## config.mk

```make
export PLATFORM = sky130hd
export DESIGN_NAME = at_delay_pipe
export DESIGN_NICKNAME = d
export VERILOG_FILES = /design/src/rtl/at_delay_pipe_pkg.sv /design/src/rtl/at_delay_stage.sv /design/src/rtl/at_delay_pipe.sv
export SDC_FILE = /design/constraint.sdc
export NUM_CORES = 1
export LEC_CHECK = 0
export CAP_MARGIN = 20
export CORE_ASPECT_RATIO = 0.75
export CORE_MARGIN = 5
export CORE_UTILIZATION = 49
export DETAILED_ROUTE_END_ITERATION = 8
export PLACE_DENSITY = 0.89
export SLEW_MARGIN = 20
export SYNTH_ARGS = -nofsm -noshare
export SYNTH_HDL_FRONTEND = slang
export SYNTH_SLANG_ARGS = --single-unit
```

## constraint.sdc

```tcl
create_clock -name gclk -period 2.4 [get_ports gclk]
set_clock_uncertainty 0.2 [all_clocks]
set_input_delay 0.48 -clock gclk [delete_from_list [all_inputs] [get_ports gclk]]
set_output_delay 0.48 -clock gclk [all_outputs]
set_load 0.01 [all_outputs]
```

## src/rtl/at_delay_pipe_pkg.sv

```systemverilog
// at_delay_pipe_pkg: shared attribute-path definitions (the at_defs set).
//   AT_WORD_W      default attribute word width
//   AT_DELAY_MAX   deepest supported delay line
//   AT_DATA_MAX_W  widest supported attribute word
//   at_even_parity even-parity helper over a zero-extended word
package at_delay_pipe_pkg;

  localparam int AT_WORD_W     = 64;
  localparam int AT_DELAY_MAX  = 8;
  localparam int AT_DATA_MAX_W = 128;

  // Even parity: the returned bit makes the total count of ones even.
  // Callers zero-extend narrower words, which leaves the result unchanged.
  function automatic logic at_even_parity(input logic [AT_DATA_MAX_W-1:0] data);
    return ^data;
  endfunction

endpackage

```

## src/rtl/at_delay_stage.sv

```systemverilog
// at_delay_stage: one elastic delay stage (valid bit + data register).
// Ports:
//   gclk      clock, rising edge
//   reset_l   asynchronous active-low reset
//   flush     synchronous clear of the valid bit; data is kept
//   load      stage takes in_valid/in_data on this edge
//   in_valid  incoming valid (0 = bubble)
//   in_data   incoming word
//   valid     held valid bit
//   data      held word
// A bubble clears the valid bit but keeps the old data, so the data
// register only toggles when a real word arrives.
module at_delay_stage
  import at_delay_pipe_pkg::*;
#(
  parameter int W = AT_WORD_W
) (
  input  logic         gclk,
  input  logic         reset_l,
  input  logic         flush,
  input  logic         load,
  input  logic         in_valid,
  input  logic [W-1:0] in_data,
  output logic         valid,
  output logic [W-1:0] data
);

  logic         v_r;
  logic [W-1:0] d_r;

  // Valid bit: flush wins, otherwise follow the incoming valid when loading.
  always_ff @(posedge gclk or negedge reset_l) begin
    if (!reset_l) begin
      v_r <= 1'b0;
    end else if (flush) begin
      v_r <= 1'b0;
    end else if (load) begin
      v_r <= in_valid;
    end else begin
      v_r <= v_r;
    end
  end

  // Data register: captures only real words, never bubbles or flushed cycles.
  always_ff @(posedge gclk or negedge reset_l) begin
    if (!reset_l) begin
      d_r <= '0;
    end else if (!flush && load && in_valid) begin
      d_r <= in_data;
    end else begin
      d_r <= d_r;
    end
  end

  assign valid = v_r;
  assign data  = d_r;

endmodule

```

## src/rtl/at_delay_pipe.sv

```systemverilog
// at_delay_pipe: parametrised elastic delay line for attribute words.
// Optional feature macro: AT_DELAY_PARITY_EN (per-stage even parity with a
// sticky output-side parity error flag). Without it par_err is tied 0.
// Ports:
//   gclk      clock, rising edge
//   reset_l   asynchronous active-low reset
//   in_valid  upstream word present
//   in_data   upstream attribute word (WIDTH)
//   in_ready  word is accepted on this edge
//   stall     downstream cannot take out_data this cycle
//   flush     synchronous discard of every held word
//   out_valid out_data holds a valid word (straight from the last stage)
//   out_data  delayed attribute word (WIDTH)
//   count     number of valid stages (CNT_W)
//   par_err   sticky parity error
module at_delay_pipe
  import at_delay_pipe_pkg::*;
#(
  parameter int WIDTH = AT_WORD_W,
  parameter int DEPTH = 2,
  parameter int CNT_W = 4
) (
  input  logic             gclk,
  input  logic             reset_l,
  input  logic             in_valid,
  input  logic [WIDTH-1:0] in_data,
  output logic             in_ready,
  input  logic             stall,
  input  logic             flush,
  output logic             out_valid,
  output logic [WIDTH-1:0] out_data,
  output logic [CNT_W-1:0] count,
  output logic             par_err
);

  // Elaboration-time parameter checks.
  if (DEPTH < 1 || DEPTH > AT_DELAY_MAX) begin : g_bad_depth
    $error("at_delay_pipe: DEPTH must be 1..%0d", AT_DELAY_MAX);
  end
  if (WIDTH < 1 || WIDTH > AT_DATA_MAX_W) begin : g_bad_width
    $error("at_delay_pipe: WIDTH must be 1..%0d", AT_DATA_MAX_W);
  end
  if ((2 ** CNT_W) <= DEPTH) begin : g_bad_cnt
    $error("at_delay_pipe: CNT_W too narrow for DEPTH");
  end

`ifdef AT_DELAY_PARITY_EN
  localparam int SW = WIDTH + 1;  // parity rides in the MSB
`else
  localparam int SW = WIDTH;
`endif

  logic [DEPTH:0]   mv_s;
  logic [DEPTH-1:0] v_s;
  logic [SW-1:0]    d_s [DEPTH];
  logic [SW-1:0]    in_word_s;
  logic             accept_s;
  logic             leave_s;
  logic [CNT_W-1:0] cnt_r;

`ifdef AT_DELAY_PARITY_EN
  logic [AT_DATA_MAX_W-1:0] in_pad_s;

  // Attach even parity to the incoming word.
  always_comb begin
    in_pad_s              = '0;
    in_pad_s[WIDTH-1:0]   = in_data;
    in_word_s             = {at_even_parity(in_pad_s), in_data};
  end
`else
  assign in_word_s = in_data;
`endif

  // Move chain from the output end: a stage may advance if it is empty or
  // the stage after it advances, so bubbles collapse even while stalled.
  always_comb begin
    mv_s        = '0;
    mv_s[DEPTH] = ~stall;
    for (int k = DEPTH - 1; k >= 0; k--) begin
      mv_s[k] = ~v_s[k] | mv_s[k+1];
    end
  end

  assign in_ready = mv_s[0] & ~flush;

  for (genvar k = 0; k < DEPTH; k++) begin : g_stage
    logic          st_vin_s;
    logic [SW-1:0] st_din_s;

    if (k == 0) begin : g_head
      assign st_vin_s = in_valid;
      assign st_din_s = in_word_s;
    end else begin : g_body
      assign st_vin_s = v_s[k-1];
      assign st_din_s = d_s[k-1];
    end

    at_delay_stage #(
      .W (SW)
    ) u_stage (
      .gclk     (gclk),
      .reset_l  (reset_l),
      .flush    (flush),
      .load     (mv_s[k]),
      .in_valid (st_vin_s),
      .in_data  (st_din_s),
      .valid    (v_s[k]),
      .data     (d_s[k])
    );
  end

  assign out_valid = v_s[DEPTH-1];
  assign out_data  = d_s[DEPTH-1][WIDTH-1:0];

  assign accept_s = in_valid & in_ready;
  assign leave_s  = out_valid & ~stall;

  // Occupancy: +1 on accept only, -1 on output only, cleared by flush.
  always_ff @(posedge gclk or negedge reset_l) begin
    if (!reset_l) begin
      cnt_r <= '0;
    end else if (flush) begin
      cnt_r <= '0;
    end else if (accept_s && !leave_s) begin
      cnt_r <= cnt_r + CNT_W'(1);
    end else if (!accept_s && leave_s) begin
      cnt_r <= cnt_r - CNT_W'(1);
    end else begin
      cnt_r <= cnt_r;
    end
  end

  assign count = cnt_r;

`ifdef AT_DELAY_PARITY_EN
  logic [AT_DATA_MAX_W-1:0] out_pad_s;
  logic                     par_bad_s;
  logic                     par_err_r;

  // Recompute parity of the presented word and compare with the stored bit.
  always_comb begin
    out_pad_s            = '0;
    out_pad_s[WIDTH-1:0] = d_s[DEPTH-1][WIDTH-1:0];
    par_bad_s            = v_s[DEPTH-1] &
                           (at_even_parity(out_pad_s) != d_s[DEPTH-1][WIDTH]);
  end

  // Sticky parity error, cleared only by reset or flush.
  always_ff @(posedge gclk or negedge reset_l) begin
    if (!reset_l) begin
      par_err_r <= 1'b0;
    end else if (flush) begin
      par_err_r <= 1'b0;
    end else if (par_bad_s) begin
      par_err_r <= 1'b1;
    end else begin
      par_err_r <= par_err_r;
    end
  end

  assign par_err = par_err_r;
`else
  assign par_err = 1'b0;
`endif

endmodule

```

; After elaboration in Yosys (flattened, before gate mapping)
; Index checks and enable logic that the tools add are counted.
[word_totals]
elab_cells = 35
register_bits = 134
input_bits = 69
output_inout_bits = 71
[classes]
n_addsub = 2
reduce_logical = 12
n_bitwise = 9
muxes = 7
[ops]
columns = cell, n
row1 = 4-bit two-way mux, 3
row2 = 1-bit logical AND, 6
row3 = 4-bit by 1-bit adder with 4-bit output (second input constant), 1
row4 = 1-bit two-way mux, 4
row5 = 1-bit inverter, 4
row6 = 2-bit nonzero test, 2
row7 = 4-bit by 1-bit subtractor with 4-bit output (second input constant), 1
row8 = 1-bit AND, 3
row9 = 1-bit zero test, 3
row10 = 3-bit nonzero test, 1
row11 = 1-bit OR, 2

; Depth between registers and ports, before layout
[logic_depth]
word_depth = 10
ltp_mapped = 8
depth_no_buf = 8

; Hierarchy
; A second synthesis with hierarchy kept.
[hier_totals]
cells_unflattened = 312
area_unflattened_um2 = 5781.8
[modules_own_cells]
columns = module, instances, area_per_inst_um2, cells_each, seq_area_each_um2
row1 = at_delay_stage, 2, 2725.1, 139, 1626.6
row2 = at_delay_pipe, 1, 331.6, 34, 100.1

; Worst setup path after synthesis
; Ideal clock, no wire load.
[synth_timing]
path_kind = input-to-reg
from = input flush
to = register cnt_r[3], in the netlist count[3]
slack_ps = 77
cell_stages = 8
t_arrival_ps = 1995
path_buffers = 1
t_required_ps = 2072
setup_time_ps = 128
path_cell_list = buf_2 -> nor2_2 -> nand2_1 -> ha_1 -> a21o_1 -> a21oi_1 -> mux2i_1 -> mux2_1
[synth_between]
elab_chain_len = 6
elab_cells_between_ends = 9
cone_classes = mux (2) / bitwise (3) / reduce/logical (4)
[synth_lines]
columns = element, line_no
row1 = start: declaration, at_delay_pipe.sv:29  ; input logic flush,
row2 = 1-bit inverter, at_delay_pipe.sv:84  ; assign in_ready = mv_s[0] & ~flush;
row3 = 1-bit AND, at_delay_pipe.sv:84
row4 = 1-bit AND, at_delay_pipe.sv:115  ; assign accept_s = in_valid & in_ready;
row5 = 1-bit logical AND or 1-bit zero test (tied branches), "at_delay_pipe.sv:124, at_delay_pipe.sv:126"
row6 = 4-bit two-way mux or 1-bit logical AND (tied branches), "at_delay_pipe.sv:124, at_delay_pipe.sv:126"
row7 = 4-bit two-way mux or 3-bit nonzero test (tied branches), --
row8 = end signal: assignment, at_delay_pipe.sv:125  ; cnt_r <= cnt_r + CNT_W'(1);
row9 = end signal: assignment, at_delay_pipe.sv:127  ; cnt_r <= cnt_r - CNT_W'(1);
row10 = end signal: assignment, at_delay_pipe.sv:129  ; cnt_r <= cnt_r;
row11 = end: declaration, at_delay_pipe.sv:59  ; logic [CNT_W-1:0] cnt_r;
; Several ways; a longest one is shown, not always the timed one.
; A chain may end at the register's enable or synchronous reset.

; Worst setup path after layout
[layout_timing]
from = input in_valid
to = register cnt_r[3], in the netlist count[3]
[layout_between]
elab_chain_len = 4
elab_cells_between_ends = 7
cone_classes = mux (2) / bitwise (1) / reduce/logical (4)
[layout_lines]
columns = element, line_no
row1 = start: declaration, at_delay_pipe.sv:25  ; input logic in_valid,
row2 = 1-bit AND (*), at_delay_pipe.sv:115
row3 = 1-bit logical AND or 1-bit zero test (tied branches), "at_delay_pipe.sv:124, at_delay_pipe.sv:126"
row4 = 4-bit two-way mux or 1-bit logical AND (tied branches), "at_delay_pipe.sv:124, at_delay_pipe.sv:126"
row5 = 4-bit two-way mux or 3-bit nonzero test (tied branches), --
; Mark *: on every way between the ends. The rest lies on a longest branch, timed or not.

==> results.cfg <==
[routing]
vias = 3195
wl_um = 11800
routed_via_density = 5.07
wl_per_cell_um = 18.8
drt_first_pass_iters = 4
drtAntennaViolNets = 0
drt-initial-drc-count = 109
drc = 0

[placement]
gp_congestion = 0.755
io_buffers = 138
dp_hpwl_um = 8210

[power_and_ir_drop]
p_leak_nw = 3.51
ir_worst_vdd_mv = 0.613
p_total_mw = 7.64
p_per_area_nw_per_um2 = 995

[clock_network]
clk_latency_ns = 0.40
clk_pin_slew_ns = 0.06
cts_tree = done
htreeDepth = 4
cts_root_buffer = clkbuf_16
cts_buffer_depth = 2
cts.sinks = 134
cts-buffers-inserted = 17

[finish]
final_nets = 550
fin_util_pct = 70.5
ff_latch_area_um2 = 3350
fillers = 728
drive_gt1_share_pct = 30.0
area_growth_pct = 41.3
antennaDiodeCount = 0
multiInputGateArea_um2 = 1910

[global_routing]
grt_pass1_wl_um = 19700
grt_use_total_pct = 18.9
gr-total-overflow = 0
grt_max_degree = 41
grt_pass1_vias = 3712
antenna_found_initial = 0

[sta]
fmax_ghz = 0.431
slew_violations = 0
hold_viol_final = 0
finalCriticalPeriod_ns = 2.32
setup_viol = 0
fin_crit_sh_pct = 96.6
rsz0062_at_grt = false

[die]
start_util_pct = 49.9
dieArea_um2 = 13300
ios = 140
rows = 33
die_y_um = 101
core-area_um2 = 10900
die_x_um = 132

[critical_path]
startpoint_type = input pin
endpoint_kind = register
path_class = input pin to register
cp_max_fo = 2
cp.required_ns = 2.49
reg2reg_slack_ns = 0.16
cp_data_arrival_time_ns = 2.41
r2r_cells = 8
reg2reg_to = count[3]$_DFFE_PN0P_
r2r-start = g_stage[0].u_stage.valid$_DFFE_PN0P_

[logic_synthesis]
ys_seq_elements = 134
yosysUniqueCellTypes = 30
synth_seq_area_share_pct = 61.7
netlist_instances = 315
ys_warn_count = 0
synth.avg_cell_area_um2 = 17.3
synth_area_um2 = 5430
syn-num-nets = 387

[job]
maxCapViolations = 0

[min_path]
holdPathStages = 1
hold_end = g_stage[0].u_stage.data[2]$_DFFE_PN0P_
hold_start = g_stage[0].u_stage.data[2]$_DFFE_PN0P_
hold_class = register to register

[run_status]
status = complete, no violations
-- sequential cells by signal, indices dropped and copies added (netlist names) --
register,cells
count,4
g_stage.u_stage.data,128
g_stage.u_stage.valid,2
-- repair_timing --
action	4_1_cts	5_1_grt
endpoints found under the setup margin	1	0
hold buffers	1	0
setup buffers	0	0
gates resized for setup	1	0
endpoints found under the hold margin	26	0
-- area by class of cell --
type	count	area share, %
flip-flops and latches	134	43.7
multi-input cells	162	24.9
repair buffers	159	21.0
clock buffers	19	5.64
clock inverters	12	2.35
well taps	140	2.28
inverters	4	0.196
-- stage by stage --
stage	instances	setup TNS, ns	area (µm²)	setup WS [ns]	hold slack (ns)
4_1_cts	630	0	7680	0.0876	0.293
3_3_place_gp	598	-0.308	7060	-0.235	0.243
5_1_grt	630	0	7680	0.00129	0.313
6_report	630	0	7680	0.0813	0.289
3_5_place_dp	598	-0.911	7060	-0.344	0.242
2_1_floorplan	315	0	5430	0.0772	-0.0156
-- critical path: stages --
cell and delay [ns]:
clkdlybuf4s50_1 0.49, inv_1 0.07, nor2_2 0.12, nand2_1 0.09, ha_1 0.28, a21o_1 0.16, a21oi_1 0.17, mux2i_1 0.21
mux2_1 0.33
-- Yosys cell counts --
master    instances  area [µm²]
a21o_1            1        7.51
a21oi_1           4        20.0
a21oi_2           1        8.76
a31oi_1           1        6.26
buf_2             1        5.00
buf_4             2        15.0
buf_6            12         135
conb_1            1        3.75
dfrtp_1         134        3350
fa_1              1        20.0
ha_1              2        25.0
inv_1             4        15.0
mux2_1           36         405
mux2_2           33         372
mux2_4           60         901
mux2i_1           1        10.0
nand2_1           3        11.3
nand2_4           1        11.3
nand2b_1          1        6.26
nand3_1           1        5.00
nand3b_1          1        7.51
nor2_1            2        7.51
nor2_2            1        6.26
nor2b_1           1        6.26
nor3_1            4        20.0
nor3b_2           1        12.5
o21a_1            2        15.0
o21ai_0           1        5.00
or3b_1            1        8.76
xnor2_1           1        8.76
-- routing by layer --
metal | share of wire, % | up-vias | track usage (%) | wire length [µm]
met2 | 48 | 106 | 29.8 | 5730
met5 | 0 | - | 0 | 0
li1 | - | 1438 | - | -
met4 | 1.1 | 0 | 6.72 | 131
met1 | 44 | 1638 | 25.1 | 5270
met3 | 6.0 | 13 | 5.81 | 716
-- how the worst max path moves through the flow --
| stage | from | to | depth (start not counted) | slack [ns] |
|---|---|---|---|---|
| 6_report | in_valid | count[3]$_DFFE_PN0P_ | 9 | 0.08 |
| 3_3_place_gp | in_valid | count[3]$_DFFE_PN0P_ | 9 | -0.24 |
| 4_1_cts | in_valid | count[3]$_DFFE_PN0P_ | 9 | 0.09 |
| 3_5_place_dp | in_valid | count[3]$_DFFE_PN0P_ | 9 | -0.34 |
| 2_1_floorplan | flush | count[3]$_DFFE_PN0P_ | 8 | 0.08 |
| 5_1_grt | in_valid | count[3]$_DFFE_PN0P_ | 9 | 0.001 |
-- logic make-up after synthesis --
logic type      count (synthesis)  share of synthesized area [%]
flops                         134                           61.7
mux                           130                           31.1
buf+inv                        19                           3.13
simple gates                   17                           1.89
compound gates                 10                           1.15
fa+ha+maj                       3                          0.829
other cells                     1                         0.0690
xor+xnor                        1                          0.161
-- cells in the final DEF (no fill, tap or decap), types with 3 or more instances in the layout --
cell type / count
buf_12: 6
nor3_1: 4
clkinv_4: 4
a21oi_1: 4
mux2_2: 33
buf_4: 15
mux2_4: 60
clkbuf_16: 17
bufinv_16: 4
dfrtp_1: 134
clkdlybuf4s50_1: 136
inv_1: 4
nand2_1: 3
mux2_1: 36
-- power breakdown --
group	internal (mW)	switching [mW]
registers	2.77	0.321
logic	1.25	0.610
clock network	1.73	0.954
No activity file was read; power rests on OpenSTA's default activity.
